--- config.mk ---
export PLATFORM = sky130hd
export DESIGN_NAME = move_placer_flat
export DESIGN_NICKNAME = d
export VERILOG_FILES = /design/src/rtl/trax_pkg.sv /design/src/rtl/move_placer_if.sv /design/src/rtl/move_placer_edge_checker.sv /design/src/rtl/move_placer.sv /design/src/flat_wrapper.sv
export SDC_FILE = /design/constraint.sdc
export NUM_CORES = 1
export LEC_CHECK = 0
export ABC_CLOCK_PERIOD_IN_PS = 4100
export BUFFER_PORTS_ARGS = -buffer_cell sky130_fd_sc_hd__clkbuf_2
export CORE_UTILIZATION = 55
export DETAILED_ROUTE_END_ITERATION = 12
export PLACE_DENSITY_LB_ADDON = 0.15
export SLEW_MARGIN = 20
export SYNTH_ARGS = -nofsm -noshare
export SYNTH_HDL_FRONTEND = slang
export SYNTH_SLANG_ARGS = --single-unit
export TNS_END_PERCENT = 50
--- constraint.sdc ---
create_clock -name clk -period 4.1 [get_ports clk]
set_input_delay 0.41 -clock clk [delete_from_list [all_inputs] [get_ports clk]]
set_output_delay 0.41 -clock clk [all_outputs]
set_load 0.02 [all_outputs]
--- src/rtl/trax_pkg.sv ---
// Shared Trax tile definitions: tile codes, sides, edge colours, result codes,
// and the move_placer controller states.
package trax_pkg;

    localparam logic [3:0] TILE_EMPTY  = 4'd0;
    localparam logic [3:0] TILE_RED_NS = 4'd1;
    localparam logic [3:0] TILE_RED_EW = 4'd2;
    localparam logic [3:0] TILE_RED_NE = 4'd3;
    localparam logic [3:0] TILE_RED_ES = 4'd4;
    localparam logic [3:0] TILE_RED_SW = 4'd5;
    localparam logic [3:0] TILE_RED_WN = 4'd6;
    localparam logic [3:0] TILE_MAX    = 4'd6;

    // N = y-1, S = y+1, W = x-1, E = x+1
    typedef enum logic [1:0] {SIDE_N, SIDE_S, SIDE_W, SIDE_E} side_e;

    localparam logic [1:0] RES_OK      = 2'd0;
    localparam logic [1:0] RES_ILLEGAL = 2'd1;
    localparam logic [1:0] RES_EDGE    = 2'd2;
    localparam logic [1:0] RES_FM_ERR  = 2'd3;

    // Order in which the placer reads the five cells around a move
    localparam logic [2:0] CELL_C = 3'd0;
    localparam logic [2:0] CELL_N = 3'd1;
    localparam logic [2:0] CELL_S = 3'd2;
    localparam logic [2:0] CELL_W = 3'd3;
    localparam logic [2:0] CELL_E = 3'd4;

    typedef enum logic [3:0] {
        ST_IDLE, ST_PRECHK, ST_RD_ADDR, ST_RD_CAP, ST_CHECK,
        ST_WRITE, ST_FM_START, ST_FM_WAIT, ST_DONE
    } mp_state_e;

    // Codes 7..15 are not tiles; on the board they read as empty
    function automatic logic tile_valid(input logic [3:0] tile);
        return (tile != TILE_EMPTY) && (tile <= TILE_MAX);
    endfunction

    // True when the given side of the tile carries a red line; all other edges are white
    function automatic logic edge_red(input logic [3:0] tile, input side_e side);
        logic red;
        red = 1'b0;
        case (tile)
            TILE_RED_NS: red = (side == SIDE_N) || (side == SIDE_S);
            TILE_RED_EW: red = (side == SIDE_E) || (side == SIDE_W);
            TILE_RED_NE: red = (side == SIDE_N) || (side == SIDE_E);
            TILE_RED_ES: red = (side == SIDE_E) || (side == SIDE_S);
            TILE_RED_SW: red = (side == SIDE_S) || (side == SIDE_W);
            TILE_RED_WN: red = (side == SIDE_W) || (side == SIDE_N);
            default:     red = 1'b0;
        endcase
        return red;
    endfunction

endpackage

--- src/rtl/move_placer_if.sv ---
// Move request, tile SRAM, force_move hand-off and result signals of move_placer.
interface move_placer_if #(
    parameter int X_WIDTH = 10
) ();
    localparam int ADDR_W = 2 * (X_WIDTH + 1);

    logic              move_valid;
    logic              move_ready;
    logic [X_WIDTH:0]  move_x;
    logic [X_WIDTH:0]  move_y;
    logic [3:0]        move_tile;
    logic              first_move;

    logic              sram_ready;
    logic [3:0]        sram_data_in;
    logic [ADDR_W-1:0] sram_addr;
    logic [3:0]        sram_data_out;
    logic              sram_write_en;

    logic              fm_start;
    logic [X_WIDTH:0]  fm_last_x;
    logic [X_WIDTH:0]  fm_last_y;
    logic              fm_active;
    logic              fm_end;
    logic              fm_error;

    logic              res_valid;
    logic [1:0]        res_code;

    // Placer side: SRAM master, force_move launcher, result source
    modport master (
        input  move_valid, move_x, move_y, move_tile, first_move,
        input  sram_ready, sram_data_in, fm_end, fm_error,
        output move_ready, sram_addr, sram_data_out, sram_write_en,
        output fm_start, fm_last_x, fm_last_y, fm_active, res_valid, res_code
    );

    // Environment side: move source, SRAM, force_move and result sink
    modport slave (
        output move_valid, move_x, move_y, move_tile, first_move,
        output sram_ready, sram_data_in, fm_end, fm_error,
        input  move_ready, sram_addr, sram_data_out, sram_write_en,
        input  fm_start, fm_last_x, fm_last_y, fm_active, res_valid, res_code
    );
endinterface

--- src/rtl/move_placer_edge_checker.sv ---
// Compares a new tile against its four neighbours: is any neighbour occupied,
// and does any occupied neighbour present a differently coloured facing edge.
module edge_checker
    import trax_pkg::*;
(
    input  logic [3:0] tile,
    input  logic [3:0] n_cell,
    input  logic [3:0] s_cell,
    input  logic [3:0] w_cell,
    input  logic [3:0] e_cell,
    output logic       adjacent,
    output logic       mismatch
);
    logic n_occ, s_occ, w_occ, e_occ;

    // Neighbour occupancy and facing-edge colour comparison
    always_comb begin
        n_occ    = tile_valid(n_cell);
        s_occ    = tile_valid(s_cell);
        w_occ    = tile_valid(w_cell);
        e_occ    = tile_valid(e_cell);
        adjacent = n_occ | s_occ | w_occ | e_occ;
        mismatch = (n_occ && (edge_red(n_cell, SIDE_S) != edge_red(tile, SIDE_N)))
                || (s_occ && (edge_red(s_cell, SIDE_N) != edge_red(tile, SIDE_S)))
                || (w_occ && (edge_red(w_cell, SIDE_E) != edge_red(tile, SIDE_W)))
                || (e_occ && (edge_red(e_cell, SIDE_W) != edge_red(tile, SIDE_E)));
    end
endmodule

--- src/rtl/move_placer.sv ---
// Move placer: accepts a move, validates it against the tile SRAM, writes the
// tile, hands the cell to force_move and reports one result code per move.
//
// state       | meaning
// IDLE        | ready for a move
// PRECHK      | reject bad tile codes and border coordinates
// RD_ADDR     | present read address of cell idx_q, wait for sram_ready
// RD_CAP      | capture read data for cell idx_q (C, N, S, W, E)
// CHECK       | occupancy, adjacency and edge-colour decision
// WRITE       | write tile into the SRAM once sram_ready
// FM_START    | pulse fm_start, force_move owns the SRAM
// FM_WAIT     | wait for force_move end/error
// DONE        | pulse res_valid with res_code
module move_placer #(
    parameter int X_WIDTH = 10
) (
    input logic          clk,
    input logic          reset,
    move_placer_if.master bus
);
    import trax_pkg::*;

    localparam logic [X_WIDTH:0] COORD_ONE = (X_WIDTH + 1)'(1);

    mp_state_e        state_q, state_d;
    logic [X_WIDTH:0] x_q, x_d, y_q, y_d;
    logic [3:0]       tile_q, tile_d;
    logic             first_q, first_d;
    logic [2:0]       idx_q, idx_d;
    logic [3:0]       cells_q [5];
    logic [3:0]       cells_d [5];
    logic [1:0]       code_q, code_d;
    logic [2*(X_WIDTH+1)-1:0] rd_addr;
    logic             adjacent, mismatch;

    edge_checker u_edge_checker (
        .tile     (tile_q),
        .n_cell   (cells_q[CELL_N]),
        .s_cell   (cells_q[CELL_S]),
        .w_cell   (cells_q[CELL_W]),
        .e_cell   (cells_q[CELL_E]),
        .adjacent (adjacent),
        .mismatch (mismatch)
    );

    // Address of the cell currently being read; PRECHK keeps x/y off the border so no wrap
    always_comb begin
        rd_addr = {y_q, x_q};
        case (idx_q)
            CELL_N:  rd_addr = {y_q - COORD_ONE, x_q};
            CELL_S:  rd_addr = {y_q + COORD_ONE, x_q};
            CELL_W:  rd_addr = {y_q, x_q - COORD_ONE};
            CELL_E:  rd_addr = {y_q, x_q + COORD_ONE};
            default: rd_addr = {y_q, x_q};
        endcase
    end

    assign bus.fm_last_x = x_q;
    assign bus.fm_last_y = y_q;

    // Next-state and output decode
    always_comb begin
        state_d           = state_q;
        x_d               = x_q;
        y_d               = y_q;
        tile_d            = tile_q;
        first_d           = first_q;
        idx_d             = idx_q;
        cells_d           = cells_q;
        code_d            = code_q;
        bus.move_ready    = 1'b0;
        bus.sram_addr     = '0;
        bus.sram_data_out = '0;
        bus.sram_write_en = 1'b0;
        bus.fm_start      = 1'b0;
        bus.fm_active     = 1'b0;
        bus.res_valid     = 1'b0;
        bus.res_code      = RES_OK;
        case (state_q)
            ST_IDLE: begin
                bus.move_ready = 1'b1;
                if (bus.move_valid) begin
                    x_d     = bus.move_x;
                    y_d     = bus.move_y;
                    tile_d  = bus.move_tile;
                    first_d = bus.first_move;
                    idx_d   = CELL_C;
                    code_d  = RES_OK;
                    state_d = ST_PRECHK;
                end
            end
            ST_PRECHK: begin
                if (!tile_valid(tile_q) || x_q == '0 || x_q == '1 || y_q == '0 || y_q == '1) begin
                    code_d  = RES_ILLEGAL;
                    state_d = ST_DONE;
                end else begin
                    state_d = ST_RD_ADDR;
                end
            end
            ST_RD_ADDR: begin
                bus.sram_addr = rd_addr;
                if (bus.sram_ready) state_d = ST_RD_CAP;
            end
            ST_RD_CAP: begin
                bus.sram_addr  = rd_addr;
                cells_d[idx_q] = bus.sram_data_in;
                if (idx_q == CELL_E) begin
                    state_d = ST_CHECK;
                end else begin
                    idx_d   = idx_q + 3'd1;
                    state_d = ST_RD_ADDR;
                end
            end
            ST_CHECK: begin
                state_d = ST_DONE;
                if (cells_q[CELL_C] != TILE_EMPTY)  code_d = RES_ILLEGAL;
                else if (!adjacent && !first_q)     code_d = RES_ILLEGAL;
                else if (mismatch)                  code_d = RES_EDGE;
                else                                state_d = ST_WRITE;
            end
            ST_WRITE: begin
                bus.sram_addr     = {y_q, x_q};
                bus.sram_data_out = tile_q;
                bus.sram_write_en = bus.sram_ready;
                if (bus.sram_ready) state_d = ST_FM_START;
            end
            ST_FM_START: begin
                bus.fm_active = 1'b1;
                bus.fm_start  = 1'b1;
                state_d       = ST_FM_WAIT;
            end
            ST_FM_WAIT: begin
                bus.fm_active = 1'b1;
                if (bus.fm_error) begin
                    code_d  = RES_FM_ERR;
                    state_d = ST_DONE;
                end else if (bus.fm_end) begin
                    code_d  = RES_OK;
                    state_d = ST_DONE;
                end
            end
            ST_DONE: begin
                bus.res_valid = 1'b1;
                bus.res_code  = code_q;
                state_d       = ST_IDLE;
            end
            default: state_d = ST_IDLE;
        endcase
    end

    // State and captured-move registers, synchronous reset
    always_ff @(posedge clk) begin
        if (reset) begin
            state_q <= ST_IDLE;
            x_q     <= '0;
            y_q     <= '0;
            tile_q  <= TILE_EMPTY;
            first_q <= 1'b0;
            idx_q   <= CELL_C;
            cells_q <= '{default: TILE_EMPTY};
            code_q  <= RES_OK;
        end else begin
            state_q <= state_d;
            x_q     <= x_d;
            y_q     <= y_d;
            tile_q  <= tile_d;
            first_q <= first_d;
            idx_q   <= idx_d;
            cells_q <= cells_d;
            code_q  <= code_d;
        end
    end
endmodule

--- src/flat_wrapper.sv ---
// flat-port wrapper written by rule: the top's interface ports become plain ports
module move_placer_flat import trax_pkg::*;
#(
    parameter int X_WIDTH = 10
)
  (clk, reset, bus_move_valid, bus_move_x, bus_move_y, bus_move_tile, bus_first_move, bus_sram_ready, bus_sram_data_in, bus_fm_end, bus_fm_error, bus_move_ready, bus_sram_addr, bus_sram_data_out, bus_sram_write_en, bus_fm_start, bus_fm_last_x, bus_fm_last_y, bus_fm_active, bus_res_valid, bus_res_code);
  move_placer_if #(.X_WIDTH(X_WIDTH)) bus_i ();
  input logic clk;
  input logic reset;
  input wire logic [$bits(bus_i.move_valid)-1:0] bus_move_valid;
  input wire logic [$bits(bus_i.move_x)-1:0] bus_move_x;
  input wire logic [$bits(bus_i.move_y)-1:0] bus_move_y;
  input wire logic [$bits(bus_i.move_tile)-1:0] bus_move_tile;
  input wire logic [$bits(bus_i.first_move)-1:0] bus_first_move;
  input wire logic [$bits(bus_i.sram_ready)-1:0] bus_sram_ready;
  input wire logic [$bits(bus_i.sram_data_in)-1:0] bus_sram_data_in;
  input wire logic [$bits(bus_i.fm_end)-1:0] bus_fm_end;
  input wire logic [$bits(bus_i.fm_error)-1:0] bus_fm_error;
  output wire logic [$bits(bus_i.move_ready)-1:0] bus_move_ready;
  output wire logic [$bits(bus_i.sram_addr)-1:0] bus_sram_addr;
  output wire logic [$bits(bus_i.sram_data_out)-1:0] bus_sram_data_out;
  output wire logic [$bits(bus_i.sram_write_en)-1:0] bus_sram_write_en;
  output wire logic [$bits(bus_i.fm_start)-1:0] bus_fm_start;
  output wire logic [$bits(bus_i.fm_last_x)-1:0] bus_fm_last_x;
  output wire logic [$bits(bus_i.fm_last_y)-1:0] bus_fm_last_y;
  output wire logic [$bits(bus_i.fm_active)-1:0] bus_fm_active;
  output wire logic [$bits(bus_i.res_valid)-1:0] bus_res_valid;
  output wire logic [$bits(bus_i.res_code)-1:0] bus_res_code;
  assign bus_i.move_valid = bus_move_valid;
  assign bus_i.move_x = bus_move_x;
  assign bus_i.move_y = bus_move_y;
  assign bus_i.move_tile = bus_move_tile;
  assign bus_i.first_move = bus_first_move;
  assign bus_i.sram_ready = bus_sram_ready;
  assign bus_i.sram_data_in = bus_sram_data_in;
  assign bus_i.fm_end = bus_fm_end;
  assign bus_i.fm_error = bus_fm_error;
  assign bus_move_ready = bus_i.move_ready;
  assign bus_sram_addr = bus_i.sram_addr;
  assign bus_sram_data_out = bus_i.sram_data_out;
  assign bus_sram_write_en = bus_i.sram_write_en;
  assign bus_fm_start = bus_i.fm_start;
  assign bus_fm_last_x = bus_i.fm_last_x;
  assign bus_fm_last_y = bus_i.fm_last_y;
  assign bus_fm_active = bus_i.fm_active;
  assign bus_res_valid = bus_i.res_valid;
  assign bus_res_code = bus_i.res_code;
  move_placer #(.X_WIDTH(X_WIDTH)) u_core (.clk(clk), .reset(reset), .bus(bus_i));
endmodule
# After elaboration in Yosys (flattened, before gate mapping)
# Index checks and enable logic that the tools add are counted.
# word_totals
elab_cells	159
register_bits	56
in_bits	37
output_inout_bits	55
# classes
bitwise_logic	4
magnitude_cmp	7
n_reduce_logical	46
muxes	42
add_sub_neg	5
n_eq_ne	43
# op_table
operator	count
$pmux W22 S4	1
$eq A4 B3 Y1 const B	13
$mux W4	11
$pmux W22 S2	1
$eq A4 B2 Y1 const B	8
$pmux W4 S8	1
$reduce_bool A4 Y1	7
$reduce_or A3 Y1	8
$add A11 B1 Y11 const B	2
$eq A11 B11 Y1 const B	2
$logic_not A11 Y1	2
$sub A11 B1 Y11 const B	2
$bwmux W20	1
$le A4 B3 Y1 const B	5
$eq A4 B1 Y1 const B	4
$mux W2	8
$mux W1	13
$demux W4 S3	1
$logic_and A1 B1 Y1	11
$mux W3	3
$ne A2 B2 Y1 const B	4
$pmux W2 S4	1
$logic_or A1 B1 Y1	7
$eq A3 B2 Y1 const B	2
other kinds (21)	29

# Longest topological paths before layout
# depth
word_depth	12
mapped_depth	12
mapped_depth_nobuf	12

# By module
# A second synthesis with hierarchy kept.
# hier_totals
cells_unflattened	535
area_unflattened_um2	4093.9
# by_module_without_submodules
mod	area_each_um2	seq_area_each_um2	instances	cells_per_inst
move_placer	3759.9	1121.1	1	486
edge_checker	334.1	0.0	1	49

# Least setup slack after synthesis
# OpenSTA, ideal clock, no wires.
# synth_timing
path_kind	register to output
start	register u_core.idx_q[0]
end	output port bus_sram_addr[10]
t_required_ns	3.690
path_stages_with_launch	11
t_arrival_ns	2.803
path_buffers	0
slack_ns	0.887
cell_sequence	dfxtp_1 > inv_1 > ha_1 > nand2_1 > ha_1 > a21o_1 > a31o_2 > a21oi_1 > mux2i_1 > or4_1 > nand3_1
# synth_via
elab_chain_len	3
elab_cells_between_ends	6
classes_between	eq/ne (4); mux (2)
# synth_lines
item	line	text
start: declaration	move_placer.sv:29	logic [2:0] idx_q, idx_d;
start signal: assignment	move_placer.sv:168	idx_q <= idx_d;
$eq A3 B3 Y1 (tied with other cells)	move_placer.sv:49	case (idx_q)
$pmux W22 S4 *	move_placer.sv:49	
$pmux W22 S2 *	move_placer.sv:79	case (state_q)
end: declaration	flat_wrapper.sv:20	output wire logic [$bits(bus_i.sram_addr)-1:0] bus_sram_addr;
# Every way passes the cells marked *; elsewhere a longest branch is shown, timed or not.

# Worst setup path in the final report
# Same ends and word-level chain as after synthesis.

==> results.ini <==
[yosys]
synthFlopType = dfxtp_1
synth_cell_types = 70
synth_simple_gate_area_share_pct = 29.61
syn_avg_cell_area_um2 = 7.812
syn_area_um2 = 3976
async_flop_share_pct = 0
synthAdderAreaFrac_pct = 8.244
synth_top_family_by_area = simple AND/OR/NAND/NOR gates
synth_fp_nets = 571
synth_xor_area_share_pct = 3.524
synth_edf_count = 0
ys_ff_latch = 56
yosys-mux-area-fraction_pct = 7.111
ys.warnings.count = 0
ys_seq_area_share_pct = 28.19
synth_compound_area_share_pct = 18.88
postSynthCellCount = 509

[drt]
wire_per_inst_um = 14.55
drt_iter0_markers = 145
first_pass_iters = 5
wl_um = 9895
antenna_left = 0
drc = 0
detail_route.vias_per_cell = 5.787
num_vias = 3935

[critical_path]
cp.arrival_ps = 3290
worstSetupPathType = flip-flop to output pin
timing.rr.end = u_core.code_q[0]
r2r_setup_slack_ps = 1630
reg2reg_depth = 7
cp-start-kind = flip-flop
worstPathRequired_ps = 3690
worstSetupEndpointType = output pin
cp_max_fo = 17
timing.rr.start = u_core.tile_q[0]

[worst_hold_path]
hold-path-endpoint = u_core.bus.fm_last_y[6]
hold_path_depth = 3
worstHoldStart = bus_move_y[6]
hp-class = primary input to flip-flop

[timing]
drv_slew = 0
hold_viol_final = 0
fin_crit_sh_pct = 90.28
fmax_mhz = 270.2
relSlewSlack_pct = 31.46
worst_slack_ps = 398.5
finalCriticalPeriod_ps = 3701
setup_tns_ps = 0
finalSetupViolations = 0
finClkSkew_ps = 12.23
worstMarginPinSlew_ps = 1028
rsz0062_at_grt = no

[flow_run]
cap_viol_max_count = 0

[global_route]
grt_pass1_wl_um = 16250
grt_pass1_vias = 3544
grt_overflow = 0
antenna_found_initial = 0
grt_max_degree = 56
track_usage_pct = 26.61

[die]
die_h_um = 87.03
die_w_um = 87.03
pin_count = 92
initial_core_util_pct = 57.57
core_um2 = 6907
die_area_um2 = 7573
row_count = 30

[power_and_ir_drop]
power_density_nw_per_um2 = 317.9
peakVddDrop_mv = 0.1736
total_power_w = 0.001451
p_leak_nw = 1.961

[finish]
seqCellArea_um2 = 1121
final_common_cell = clkbuf_2
n_fill_cell = 634
multi_input_area_um2 = 2703
drive_gt1_share_pct = 21.23
diodes = 0
stdcell_area_um2 = 4563
mostFrequentLayoutCells = clkbuf_2, nand2_1, dfxtp_1
fin_nets = 645
area_growth_pct = 14.76
final_util_pct = 66.07

[cts]
cts_buffer_depth = 2
post_cts_buffers = 0
root_buffer = clkbuf_8
cts_buffers = 5
htreeDepth = 2
clk_pin_slew_ps = 110
cts_tree = yes
clock_sinks = 56
hold_buffers = 0
worst_skew_pair.late_latency_ps = 320

[placed_design]
port_buffers = 91
dpl_worst_slack_ps = 515.7
postPlaceCellArea_um2 = 4424
place.gp.congestion = 0.9381
dp_hpwl_um = 7312

[run_status]
status = finished clean

==> kinds of logic after synthesis <==
logic type / Yosys count
compound gates: 119
flops: 56
simple gates: 230
fa+ha+maj: 25
mux: 28
xor+xnor: 16
buf+inv: 35
==> routing by layer <==
layer | vias up | track usage, % | wire, um
li1 | 1991 | - | -
met1 | 1847 | 34.76 | 4678
met2 | 87 | 46.39 | 4689
met3 | 10 | 3.602 | 416
met4 | 0 | 6.212 | 110
met5 | - | 0 | 0
==> stage by stage <==
step / hold slack [ps] / instances
final: 299.9 / 680
after global routing: 296.1 / 680
after CTS: 294.8 / 680
after detailed placement: 463.6 / 672
after global placement: 445.4 / 672
after floorplan: 436.3 / 509
==> state kept, by name, summed over array words and instances, names as in the netlist <==
register	cells
u_core.bus.fm_last_x	11
u_core.idx_q	3
u_core.cells_q	20
u_core.tile_q	4
u_core.state_q	4
u_core.first_q	1
u_core.code_q	2
u_core.bus.fm_last_y	11
==> worst max path at each step <==
stage                     slack [ps]           endpoint  cells past startpoint       startpoint
after floorplan                  890  bus_sram_addr[10]                     10  u_core.idx_q[0]
after global placement           640  bus_sram_addr[10]                     13  u_core.idx_q[0]
after detailed placement         520  bus_sram_addr[10]                     13  u_core.idx_q[0]
after CTS                        130  bus_sram_addr[10]                     13  u_core.idx_q[0]
after global routing             100  bus_sram_addr[10]                     13  u_core.idx_q[0]
final                            400  bus_sram_addr[10]                     13  u_core.idx_q[0]
==> Yosys cell counts, drive strengths merged (2+ instances only) <==
library cell  instances  area share (%)
or3                   6            0.98
dfxtp                56              28
a21oi                46             5.8
nand4                 5            0.79
o211ai                3            0.57
nand2                87             8.2
nor3b                 6             1.3
mux2i                26             6.5
nor4b                 4             1.0
clkbuf               19             2.0
and2                  8             1.3
o22a                  2            0.47
nor2b                 3            0.47
a2111oi               3            0.66
nor4                 14             2.2
a31oi                 4            0.63
xor2                 11             2.4
and3                  7             1.1
a22o                  9             2.0
o21ai                27             3.5
nor3                 18             2.3
and4bb                2            0.63
or4                   6             1.3
mux2                  2            0.57
o21a                  2            0.38
a311oi                2            0.60
ha                   23             7.2
nor2                 41             4.1
o31ai                 2            0.38
fa                    2             1.0
inv                   9            0.85
o21bai                2            0.38
nand3                 8             1.0
o2111ai               2            0.44
a21o                  7             1.3
and4                  2            0.44
nand2b                5            0.79
xnor2                 5             1.1
or2b                  2            0.41
buf                   7             1.5
==> cell type report <==
type | count | area share (%)
multi-input cells | 418 | 59.23
flip-flops and latches | 56 | 24.57
repair buffers | 93 | 10.31
well taps | 96 | 2.632
clock buffers | 5 | 1.508
clock inverters | 3 | 1.015
inverters | 9 | 0.7403
==> power by group <==
group | internal, W | switching, W | leakage, nW | total, W
clock | 0.000185 | 0.000199 | 0.0548 | 0.000383
sequential | 0.000576 | 0.0000613 | 0.456 | 0.000638
combinational | 0.000178 | 0.000251 | 1.45 | 0.000429
total | 0.000939 | 0.000511 | 1.96 | 0.00145
==> worst max-delay path, cell delays in order (launching register included) <==
cell	delay, ps
dfxtp_1	490
inv_1	150
ha_1	270
nand2_4	180
inv_1	110
fa_1	420
nor2b_1	120
o21ai_0	70
nand2b_1	130
a21oi_1	120
mux2i_1	150
or4_1	510
nand3_1	80
clkbuf_2	170
==> repair_timing <==
item	CTS	global route
setup endpoints to repair	0	8
endpoints found under the hold margin	0	0
resized for setup	0	3
Power figures use the tool's default switching activity.
